==> src/rtl/gserialsub.sv <==
// Bit-serial A - B - BIN, LSB first, one full-subtractor cell plus a borrow FF; latency WIDTH cycles.
// Valid/ready on both sides: in_ready only in IDLE, and the result holds in HOLD until out_ready.
module gserialsub #(
    parameter int WIDTH = 8
) (
    input  logic             clk,
    input  logic             rst_n,
    input  logic             in_valid,
    output logic             in_ready,
    input  logic [WIDTH-1:0] a,
    input  logic [WIDTH-1:0] b,
    input  logic             bin,
    output logic             out_valid,
    input  logic             out_ready,
    output logic [WIDTH-1:0] diff,
    output logic             bout,
    output logic             ovf
);
    localparam int CW = $clog2(WIDTH + 1);
    localparam logic [CW-1:0] LAST = CW'(WIDTH - 1);

    typedef enum logic [1:0] {S_IDLE, S_SHIFT, S_HOLD} state_t;

    state_t           r_state, w_state_nxt;
    logic [WIDTH-1:0] r_a, r_b, r_res;
    logic [CW-1:0]    r_cnt;
    logic             r_br, r_amsb, r_bmsb, r_bout, r_ovf;
    logic             w_d, w_br_nxt, w_last;

    // Full-subtractor cell on the current LSBs
    assign w_d      = r_a[0] ^ r_b[0] ^ r_br;
    assign w_br_nxt = (~r_a[0] & r_b[0]) | (~(r_a[0] ^ r_b[0]) & r_br);
    assign w_last   = (r_cnt == LAST);

    always_comb begin
        w_state_nxt = r_state;
        in_ready    = 1'b0;
        out_valid   = 1'b0;
        case (r_state)
            S_IDLE: begin
                in_ready = 1'b1;
                if (in_valid) w_state_nxt = S_SHIFT;
            end
            S_SHIFT: begin
                if (w_last) w_state_nxt = S_HOLD;
            end
            S_HOLD: begin
                out_valid = 1'b1;
                if (out_ready) w_state_nxt = S_IDLE;
            end
            default: w_state_nxt = S_IDLE;
        endcase
    end

    always_ff @(posedge clk or negedge rst_n) begin
        if (!rst_n) r_state <= S_IDLE;
        else        r_state <= w_state_nxt;
    end

    always_ff @(posedge clk or negedge rst_n) begin
        if (!rst_n) begin
            r_a    <= '0;
            r_b    <= '0;
            r_res  <= '0;
            r_cnt  <= '0;
            r_br   <= 1'b0;
            r_amsb <= 1'b0;
            r_bmsb <= 1'b0;
            r_bout <= 1'b0;
            r_ovf  <= 1'b0;
        end else begin
            case (r_state)
                S_IDLE: begin
                    if (in_valid) begin
                        r_a    <= a;
                        r_b    <= b;
                        r_br   <= bin;
                        r_amsb <= a[WIDTH-1];
                        r_bmsb <= b[WIDTH-1];
                        r_cnt  <= '0;
                    end
                end
                S_SHIFT: begin
                    r_a   <= {1'b0, r_a[WIDTH-1:1]};
                    r_b   <= {1'b0, r_b[WIDTH-1:1]};
                    r_res <= {w_d, r_res[WIDTH-1:1]};
                    r_br  <= w_br_nxt;
                    r_cnt <= r_cnt + 1'b1;
                    // The bit produced on the last cycle is the result MSB
                    if (w_last) begin
                        r_bout <= w_br_nxt;
                        r_ovf  <= (r_amsb != r_bmsb) && (w_d != r_amsb);
                    end
                end
                default: ;
            endcase
        end
    end

    assign diff = r_res;
    assign bout = r_bout;
    assign ovf  = r_ovf;
endmodule

==> config.mk <==
export PLATFORM = sky130hd
export DESIGN_NAME = gserialsub
export DESIGN_NICKNAME = d
export VERILOG_FILES = /design/src/rtl/gserialsub.sv
export SDC_FILE = /design/constraint.sdc
export NUM_CORES = 1
export LEC_CHECK = 0
export ABC_AREA = 1
export CORE_MARGIN = 2
export CORE_UTILIZATION = 40
export CTS_BUF_LIST = sky130_fd_sc_hd__clkbuf_8
export DETAILED_ROUTE_END_ITERATION = 10
export GPL_TIMING_DRIVEN = 0
export PLACE_DENSITY_LB_ADDON = 0.05
export SYNTH_ARGS = -nofsm -noshare
export SYNTH_HDL_FRONTEND = slang
export SYNTH_SLANG_ARGS = --single-unit
==> constraint.sdc <==
create_clock -name clk -period 1.5 [get_ports clk]
set_input_delay 0.3 -clock clk [delete_from_list [all_inputs] [get_ports clk]]
set_output_delay 0.3 -clock clk [all_outputs]
set_load 0.05 [all_outputs]
; ---- Word level (Yosys, flattened, before mapping)
; Index checks and enable logic that the tools add are counted.
[totals]
ff_bits = 35
inputBits = 21
out_inout_bits = 12
wordCells = 47
[classes]
addsub = 1
n_eq_ne = 8
muxes = 14
n_bitwise = 7
n_reduce_logical = 7
[ops]
columns = operator, n
row1 = one-hot mux 8 bit (2 select lines), 2
row2 = 2-to-1 mux 8 bit, 2
row3 = one-hot mux 4 bit (2 select lines), 1
row4 = 2-to-1 mux 2 bit, 3
row5 = != test 2 bit (second input constant), 3
row6 = one-hot mux 2 bit (3 select lines), 1
row7 = AND reduction 2 bit, 3
row8 = adder 4 x 1 -> 4 bit (second input constant), 1
row9 = equality test 4 x 3 -> 1 bit (second input constant), 1
row10 = 2-to-1 mux 4 bit, 1
row11 = 2-to-1 mux 1 bit, 3
row12 = AND reduction 3 bit, 1
row13 = AND 1 bit, 2
row14 = equality test 2 x 1 -> 1 bit (second input constant), 1
row15 = equality test 2 bit (second input constant), 1
row16 = zero test 2 bit, 1
row17 = != test 1 bit, 2
row18 = inverter 1 bit, 2
row19 = one-hot mux 1 bit (2 select lines), 1
row20 = nonzero test 2 bit, 1
row21 = bitwise XOR 1 bit, 2
row22 = logical AND 1 bit, 1
row23 = OR 1 bit, 1

; ---- Logic depth before layout (Yosys ltp)
; Gate-level depths: netlist (run 1).
[depth]
depth_word = 5
mapped_depth = 7
mapped_depth_nobuf = 7

; ---- Least setup slack after synthesis (run 1)
; OpenSTA, ideal clock, no wires.
[synth_timing]
path_type = register -> output
start = reg r_state[0]
end = out out_valid
arrival_time_ps = 1325
required_ps = 1200
setup_slack_ps = -125
path_stages_with_launch = 4
n_path_buf = 2
cell_sequence = dfrtp_1 > buf_6 > buf_2 > nor2_1
[synth_between]
elab_chain_cells = 2
[synth_rtl]
columns = item, line
row1 = from (decl), 24  ; state_t r_state, w_state_nxt;
row2 = from (signal assigned), 57  ; else r_state <= w_state_nxt;
row3 = equality test 2 bit, 39  ; case (r_state)
row4 = 2-to-1 mux 1 bit, 39
row5 = to (decl), 13  ; output logic out_valid,
; No other way between the ends.

; ---- Worst setup path after layout (run 1)
; Ends and elaborated chain as after synthesis.

==> results of run 1 <==
## through the flow
step / instances / setup WS (ns) / total power (uW) / TNS, ns / utilization (%)
final: 309 / 0.0231 / 4690 / 0 / 55.5
after global placement: 291 / -0.724 / 3980 / -25.96 / 51.2
after CTS: 299 / -0.0132 / 4610 / -0.0132 / 53.5
after floorplan: 209 / 0.0982 / 3300 / 0 / -
after global routing: 309 / -0.0158 / 5130 / -0.0255 / 55.5
after detailed placement: 291 / -0.413 / 3990 / -0.696 / 51.1
## layout make-up
cell class | instances | share of cell area (%)
multi-input cells | 151 | 30.2
well taps | 50 | 2.82
flip-flops and latches | 35 | 39.5
clock inverters | 3 | 0.564
repair buffers | 42 | 17.2
plain buffers | 9 | 4.11
inverters | 14 | 2.59
clock buffers | 5 | 3.10
## worst max path at each step
stage	cells after the start	to	startpoint
3_3_place_gp	1	r_a[6]$_DFFE_PN0P_	rst_n
6_report	4	out_valid	r_state[0]$_DFFE_PN0P_
4_1_cts	4	out_valid	r_state[1]$_DFFE_PN0P_
5_1_grt	4	out_valid	r_state[0]$_DFFE_PN0P_
3_5_place_dp	4	out_valid	r_state[0]$_DFFE_PN0P_
2_1_floorplan	3	out_valid	r_state[0]$_DFFE_PN0P_
## what timing repair did
| action | CTS | global route |
|---|---|---|
| buffers inserted | 0 | 10 |
| hold buffers | 0 | 0 |
| gates cloned | 0 | 0 |
| setup endpoints to repair | 12 | 8 |
| resized for setup | 32 | 9 |
| pin swaps | 1 | 0 |
## state kept, by name (all words and copies together) (netlist names)
signal	count
bout	1
diff	8
ovf	1
r_a	8
r_amsb	1
r_b	8
r_bmsb	1
r_br	1
r_cnt	4
r_state	2
## worst register-to-register path: cells and delay by family (launching register included)
kind / cells / cell delay, ns
buffers and inverters: 1 / 0.06
AND/OR/NAND/NOR: 4 / 0.21
flip-flops: 1 / 0.41
adder cells (fa/ha/maj): 1 / 0.58
## logic make-up (layout without fill, tap and decap cells)
logic type / count (synthesis) / count (layout) / share of synthesized area (%)
AOI/OAI and AO/OA: 14 / 14 / 5.04
buffers and inverters: 23 / 73 / 7.59
and+or+nand+nor: 135 / 135 / 32.8
DFF: 35 / 35 / 52.6
adders and majority gates: 2 / 2 / 1.95
## metal layers
| layer | up-vias | global-route usage, % | part of all wire [%] |
|---|---|---|---|
| li1 | 747 | - | - |
| met1 | 677 | 26.4 | 49 |
| met2 | 31 | 26.7 | 44 |
| met3 | 7 | 4.71 | 5.0 |
| met4 | 0 | 6.75 | 1.6 |
| met5 | - | 0 | 0 |
## power by group through the flow
stage / logic [uW] / clock network, uW / registers (uW)
finish: 2430 / 644 / 1620
global placement: 2340 / 0 / 1630
global route: 2750 / 696 / 1680
CTS: 2340 / 660 / 1620
detailed placement: 2360 / 0 / 1630
floorplan: 1310 / 0 / 1990
## Yosys cell counts
cell	number
o31ai_1	1
ha_1	1
buf_2	3
buf_6	3
o21ai_1	3
fa_1	1
dfrtp_1	35
nand4_1	1
nor2_2	1
nand3_1	21
nand2_1	107
nor2_1	4
nand2_4	1
inv_4	1
buf_4	3
o21ai_0	9
inv_2	2
inv_1	11
o21ai_4	1
## placed cells by master (no fill, tap or decap)
| master | instances |
|---|---|
| clkinv_2 | 1 |
| clkdlybuf4s50_1 | 19 |
| o21ai_4 | 1 |
| o31ai_1 | 1 |
| dfrtp_1 | 35 |
| buf_6 | 4 |
| nand2_4 | 1 |
| inv_1 | 13 |
| nand2_1 | 107 |
| clkbuf_8 | 5 |
| fa_1 | 1 |
| ha_1 | 1 |
| clkdlybuf4s15_1 | 4 |
| nand4_1 | 1 |
| nor2_4 | 1 |
| buf_2 | 2 |
| nor2_2 | 1 |
| nor2_1 | 3 |
| clkinv_4 | 1 |
| o21ai_0 | 9 |
| o21ai_1 | 3 |
| nand3_1 | 21 |
| inv_2 | 2 |
| dlygate4sd2_1 | 4 |
| buf_8 | 3 |
| buf_4 | 13 |
| clkbuf_2 | 2 |
==> flow_summary.ini, run 1 <==
[pwr]
seq_power_share_pct = 34.6
leakage_uw = 0.00119
p_clk_share_pct = 13.7
internal_power_uw = 2570
swShare_pct = 45.3
p_per_area_nw_per_um2 = 2110
combPwrFrac_pct = 51.7
vdd_drop_max_mv = 1.27
power.switching_uw = 2130

[sta]
finalCritPeriodShare_pct = 98.5
worst_pin_slew_ns = 0.786
slew_violations = 0
max_freq_ghz = 0.677
setup_violations = 0
hold_violations = 0
fin_skew_ns = 0.00388
rsz0062_at_grt = yes
period_needed_ns = 1.48
holdWs_ns = 0.0850
relSlewSlack_pct = 47.6

[finish]
multi_input_area_um2 = 669
fillerInstances = 395
diodes = 0
final_nets = 281
drive_above_1_share_pct = 14.3
syn_to_final_growth_pct = 33.4
fin_area_um2 = 2220
ff_latch_area_um2 = 876

[cts]
h-tree-depth = 2
cts_buffer_depth = 2
insertion_delay_ns = 0.29
path_clk_slew_ns = 0.07
cts_made_buffers = 5
clock_sinks = 35
cts_tree = built
root_buffer = clkbuf_8

[critical_path]
critPathKind = flip-flop to output port
end_kind = output port
cp.arrival_ns = 1.18
critPathTopFamily = buffers and inverters
crit_chain = buf_6, buf_8, nor2_4, buf_8
r2r_cells = 6
cp_slowest_cell = dfrtp_1
rr_startpoint = r_a[0]$_DFFE_PN0P_
cp.required_ns = 1.20
timing.rr.end = ovf$_DFFE_PN0P_
r2r_setup_slack_ns = 0.14
path_max_fanout = 10
crit_buf_inv = 3
worst_setup_path_start_kind = flip-flop
crit_path_frequent_cell = buf_8
critPathMaxStageDelay_ns = 0.37

[grt]
grtUsageTotal_pct = 18.4
grt_pass1_vias = 1324
gr-total-overflow = 0
antenna_found_initial = 0
grt_pass1_wl_mm = 6.22
grt_max_degree = 36

[die]
dieArea_um2 = 4690
die-height_um = 68.5
io-pin-count = 33
row_count = 23
core_um2 = 4000
chipWidth_um = 68.5
start_util_pct = 41.6

[flow_run]
maxCapViolCount = 0

[placement]
placed_cell_area_um2 = 2040
port_buffers = 32
hpwl_mm = 2.46
gp_congestion = 0.782

[yosys]
syn_inst = 209
ys_seq_area_share_pct = 52.6
synth_top_area_cell = dfrtp_1
yosysTopAreaCellShare_pct = 52.6
ys_top_cells_by_area = dfrtp_1 53%, nand2_1 24%, nand3_1 6.3%
synth_warnings = 0
ys_ff_latch = 35
ys_types = 19
synthesis.nets = 232
netlist_area_um2 = 1660
avgSynthCellArea_um2 = 7.96

[routing]
num_vias = 1462
dr.pass1.iters = 4
wl_per_cell_um = 12.1
viasPerCell = 4.73
postRouteAntennaNets = 0
drtIter0Drc = 96
drt-total-wl_mm = 3.75
drc = 0

[status]
status = finished clean

[min_path]
holdCritPathClass = primary input to asynchronous set/reset pin
Note: power is estimated with default switching activity, not from simulation.
==> inputs of run 2 (changes only) <==
- SKIP_CTS_REPAIR_TIMING: not set -> 1
==> run 2 against run 1 <==
  * The run now ends with negative setup slack left
  * Wire length down 3.4%
  * Combinational power is 3% lower
  * Die area is the same
  * Critical path depth unchanged
  * Design area fell by 2.3%
  * First-iteration DRC count is 32% lower
  * Sequential share of layout area grew 0.97 points
  * Non-clock buffer count fell by 10
  * Sequential power barely moved
  * Clock power is 0.9% lower
  * Flip-flop and latch count did not move
  * Highest routed layer unchanged
  * Power is 1.5% lower
==> flow_summary.ini, run 2 (same netlist as run 1, synthesis figures left out) <==
[sta]
layout_setup_ws_ns = -0.0692
slew_violations = 0
period_needed_ns = 1.57
fin_skew_ns = 0.00283
rsz0062_at_grt = yes
max_freq_ghz = 0.637
timing.setup.tns_ns = -0.0692
relSlewSlack_pct = 47.8
finalCritPeriodShare_pct = 105
setup_violations = 1
holdWs_ns = 0.0912
hold_violations = 0
worst_pin_slew_ns = 0.783

[finish]
mostFrequentLayoutCell = nand2_1
drive_above_1_share_pct = 10.4
final_cell_mix = 107 x nand2_1, 34 x dfrtp_1, 21 x nand3_1
diodes = 0
syn_to_final_growth_pct = 30.4
fin_area_um2 = 2170
fillerInstances = 406
final_util_pct = 54.2
final_nets = 271

[routing]
num_vias = 1410
drc = 0
drtIter0Drc = 65
viasPerCell = 4.72
postRouteAntennaNets = 0
dr.pass1.iters = 4
drt-total-wl_mm = 3.62
wl_per_cell_um = 12.1

[die]
core_um2 = 4000
row_count = 23
start_util_pct = 41.6
dieArea_um2 = 4690
die-height_um = 68.5
io-pin-count = 33
chipWidth_um = 68.5

[grt]
grt_pass1_wl_mm = 6.19
grt_pass1_vias = 1315
use_met2_pct = 26.2
grt_max_degree = 36
gr-total-overflow = 0
antenna_found_initial = 0
grtUsageMet1_pct = 26.3
grt-busiest-layer = met1
grtUsageTotal_pct = 18.2
use_met3_pct = 4.71

[status]
status = finished with violations
failed_checks = negative setup slack

[cts]
clock_sinks = 35
path_clk_slew_ns = 0.07
insertion_delay_ns = 0.28
cts_made_buffers = 5
root_buffer = clkbuf_8
cts_tree = built
h-tree-depth = 2
cts_buffer_depth = 2

[placement]
port_buffers = 32
placed_cell_area_um2 = 2040
gp_congestion = 0.782
hpwl_mm = 2.46

[critical_path]
critPathKind = flip-flop to output port
path_max_fanout = 10
rr_startpoint = r_a[0]$_DFFE_PN0P_
r2r_setup_slack_ns = 0.13
timing.rr.end = ovf$_DFFE_PN0P_
cp.arrival_ns = 1.27
r2r_cells = 6
worst_setup_path_start_kind = flip-flop
end_kind = output port
cp.required_ns = 1.20

[pwr]
leakage_uw = 0.00125
vdd_drop_max_mv = 1.24
p_per_area_nw_per_um2 = 2130

[min_path]
holdCritPathClass = primary input to asynchronous set/reset pin

[flow_run]
maxCapViolCount = 0
==> run 2: final cells by class <==
type / instances / area (um^2) / share of cell area, %
well taps: 50 / 62.6 / 2.88
plain buffers: 9 / 76.3 / 3.52
clock inverters: 3 / 12.5 / 0.577
flip-flops and latches: 35 / 877 / 40.4
inverters: 14 / 55.1 / 2.54
repair buffers: 32 / 343 / 15.8
multi-input cells: 151 / 674 / 31.1
clock buffers: 5 / 68.8 / 3.17
==> run 2: worst max-delay path by stage <==
stage	startpoint	to	depth (start not counted)	slack, ns
6_report	r_state[0]$_DFFE_PN0P_	out_valid	4	-0.07
5_1_grt	r_state[0]$_DFFE_PN0P_	out_valid	4	-0.12
4_1_cts	r_state[0]$_DFFE_PN0P_	out_valid	4	-0.73
3_5_place_dp	r_state[0]$_DFFE_PN0P_	out_valid	4	-0.41
3_3_place_gp	rst_n	r_a[6]$_DFFE_PN0P_	1	-0.72
2_1_floorplan	r_state[0]$_DFFE_PN0P_	out_valid	3	0.1
==> run 2: where the power goes <==
part	total, uW	switching (uW)	internal [uW]
combinational	2360	1500	857
sequential	1620	259	1360
clock	638	326	312
total	4620	2090	2530
==> run 2: routing by layer <==
metal  wire (um)  vias to the layer above  share of wire (%)
met4          55                        0                1.5
met5           0                        -                  0
li1            -                      727                  -
met1        1820                      653                 50
met2        1580                       23                 44
met3         170                        7                4.7
==> run 2: critical path: stages, from the launching register on <==
cell	delay, ns
dfrtp_1	0.38
buf_6	0.16
buf_4	0.18
nor2_4	0.11
buf_6	0.15
==> run 2: stage by stage <==
step / setup slack [ns] / power [uW] / instances
floorplan: 0.0982 / 3300 / 209
global placement: -0.724 / 3980 / 291
detailed placement: -0.413 / 3990 / 291
CTS: -0.732 / 4650 / 299
global route: -0.115 / 5060 / 299
finish: -0.0692 / 4620 / 299
==> inputs of run 3 (changes only) <==
- CTS_BUF_LIST: sky130_fd_sc_hd__clkbuf_8 -> not set
==> run 3 against run 2 <==
  * The run still ends with negative setup slack left
  * Worst setup slack hardly changed
  * Design area stayed put
  * Sequential share of layout area stayed put
  * Largest cell class unchanged
  * First-iteration DRC count is 1.5% higher
  * Clock-buffer cell count is 2 higher
  * Utilization stayed put
  * Sequential power hardly changed
  * Highest routed layer unchanged
  * Clock skew hardly changed
  * Maximum frequency hardly changed
==> flow_summary.ini, run 3 (same netlist as run 1, synthesis figures left out) <==
[routing]
postRouteAntennaNets = 0
dr.pass1.iters = 4
wl_per_cell_um = 12.1
drc = 0
viasPerCell = 4.71
drtIter0Drc = 66
drt-total-wl_mm = 3.62
num_vias = 1409

[grt]
grt_pass1_wl_mm = 6.19
gr-total-overflow = 0
grt_max_degree = 36
grtUsageTotal_pct = 18.2
antenna_found_initial = 0
grt_pass1_vias = 1315

[sta]
layout_setup_ws_ns = -0.0689
max_freq_ghz = 0.637
slew_violations = 0
relSlewSlack_pct = 47.7
holdWs_ns = 0.0916
finalCritPeriodShare_pct = 105
rsz0062_at_grt = yes
fin_skew_ns = 0.00329
hold_violations = 0
period_needed_ns = 1.57
worst_pin_slew_ns = 0.784
setup_violations = 1

[die]
start_util_pct = 41.6
row_count = 23
core_um2 = 4000
io-pin-count = 33
chipWidth_um = 68.5
dieArea_um2 = 4690
die-height_um = 68.5

[cts]
insertion_delay_ns = 0.28
cts_made_buffers = 5
path_clk_slew_ns = 0.07
cts_buffer_depth = 2
root_buffer = clkbuf_8
cts_tree = built
h-tree-depth = 2
clock_sinks = 35

[pwr]
p_per_area_nw_per_um2 = 2140
seq_power_share_pct = 35.0
swShare_pct = 45.0
leakage_uw = 0.00124
combPwrFrac_pct = 50.9
vdd_drop_max_mv = 1.24
internal_power_uw = 2550
p_clk_share_pct = 14.0
fin_total_pwr_uw = 4630
power.switching_uw = 2090

[flow_run]
maxCapViolCount = 0

[placement]
hpwl_mm = 2.46
port_buffers = 32
dp_cells = 291
gp_congestion = 0.782

[critical_path]
critPathKind = flip-flop to output port
worst_setup_path_start_kind = flip-flop
cp.arrival_ns = 1.27
path_max_fanout = 10
r2r_cells = 6
end_kind = output port
cp.required_ns = 1.20

[status]
failed_checks = negative setup slack
status = finished with violations

[min_path]
holdCritPathClass = primary input to asynchronous set/reset pin

[finish]
syn_to_final_growth_pct = 30.4
drive_above_1_share_pct = 10.4
final_nets = 271
final_cell_mix = 107 x nand2_1, 34 x dfrtp_1, 21 x nand3_1
fillerInstances = 406
ff_latch_area_um2 = 877
final_cells = 299
multi_input_area_um2 = 674
mostFrequentLayoutCell = nand2_1
diodes = 0
final_util_pct = 54.2
[run 3: cell types whose count changed in the layout (fill, tap and decap cells not counted), sizes merged]
cell | before | now
inv | 16 | 14
clkbuf | 5 | 7
[run 3: final timing paths]
path	end	slack (ns)	startpoint
max	out_valid	-0.07	r_state[0]$_DFFE_PN0P_
min	r_cnt[1]$_DFFE_PN0P_	0.09	rst_n
max reg2reg	ovf$_DFFE_PN0P_	0.13	r_a[0]$_DFFE_PN0P_
min reg2reg	r_a[6]$_DFFE_PN0P_	0.48	r_a[6]$_DFFE_PN0P_
max in group asynchronous	r_state[1]$_DFFE_PN0P_	0.86	rst_n
min in group clk	r_a[6]$_DFFE_PN0P_	0.48	r_a[6]$_DFFE_PN0P_
[run 3: power by group through the flow]
stage | clock, uW | combinational [uW] | sequential, uW
finish | 651 | 2360 | 1620
global route | 709 | 2680 | 1680
global placement | 0 | 2340 | 1630
detailed placement | 0 | 2360 | 1630
floorplan | 0 | 1310 | 1990
CTS | 673 | 2370 | 1620
[run 3: metal layers]
metal / up-vias / track usage (%) / part of all wire [%]
met3: 7 / 4.71 / 4.7
met2: 23 / 26.2 / 44
met5: - / 0 / 0
li1: 727 / - / -
met4: 0 / 6.75 / 1.5
met1: 652 / 26.3 / 50
[run 3: layout make-up]
cell class / instances / share of cell area [%]
flip-flops and latches: 35 / 40.4
plain buffers: 9 / 3.52
well taps: 50 / 2.88
clock inverters: 1 / 0.231
clock buffers: 7 / 3.52
inverters: 14 / 2.54
multi-input cells: 151 / 31.1
repair buffers: 32 / 15.8
[run 3: per-stage QoR]
stage | area [um^2] | TNS [ns] | setup WS, ns
after detailed placement | 2040 | -0.696 | -0.413
after floorplan | 1670 | 0 | 0.0982
after CTS | 2130 | -3.93 | -0.732
final | 2170 | -0.0689 | -0.0689
after global placement | 2050 | -25.96 | -0.724
after global routing | 2170 | -0.115 | -0.115
[run 3: critical path, stage by stage (launching register included)]
cell,delay (ns)
dfrtp_1,0.38
buf_6,0.16
buf_4,0.18
nor2_4,0.11
buf_6,0.15
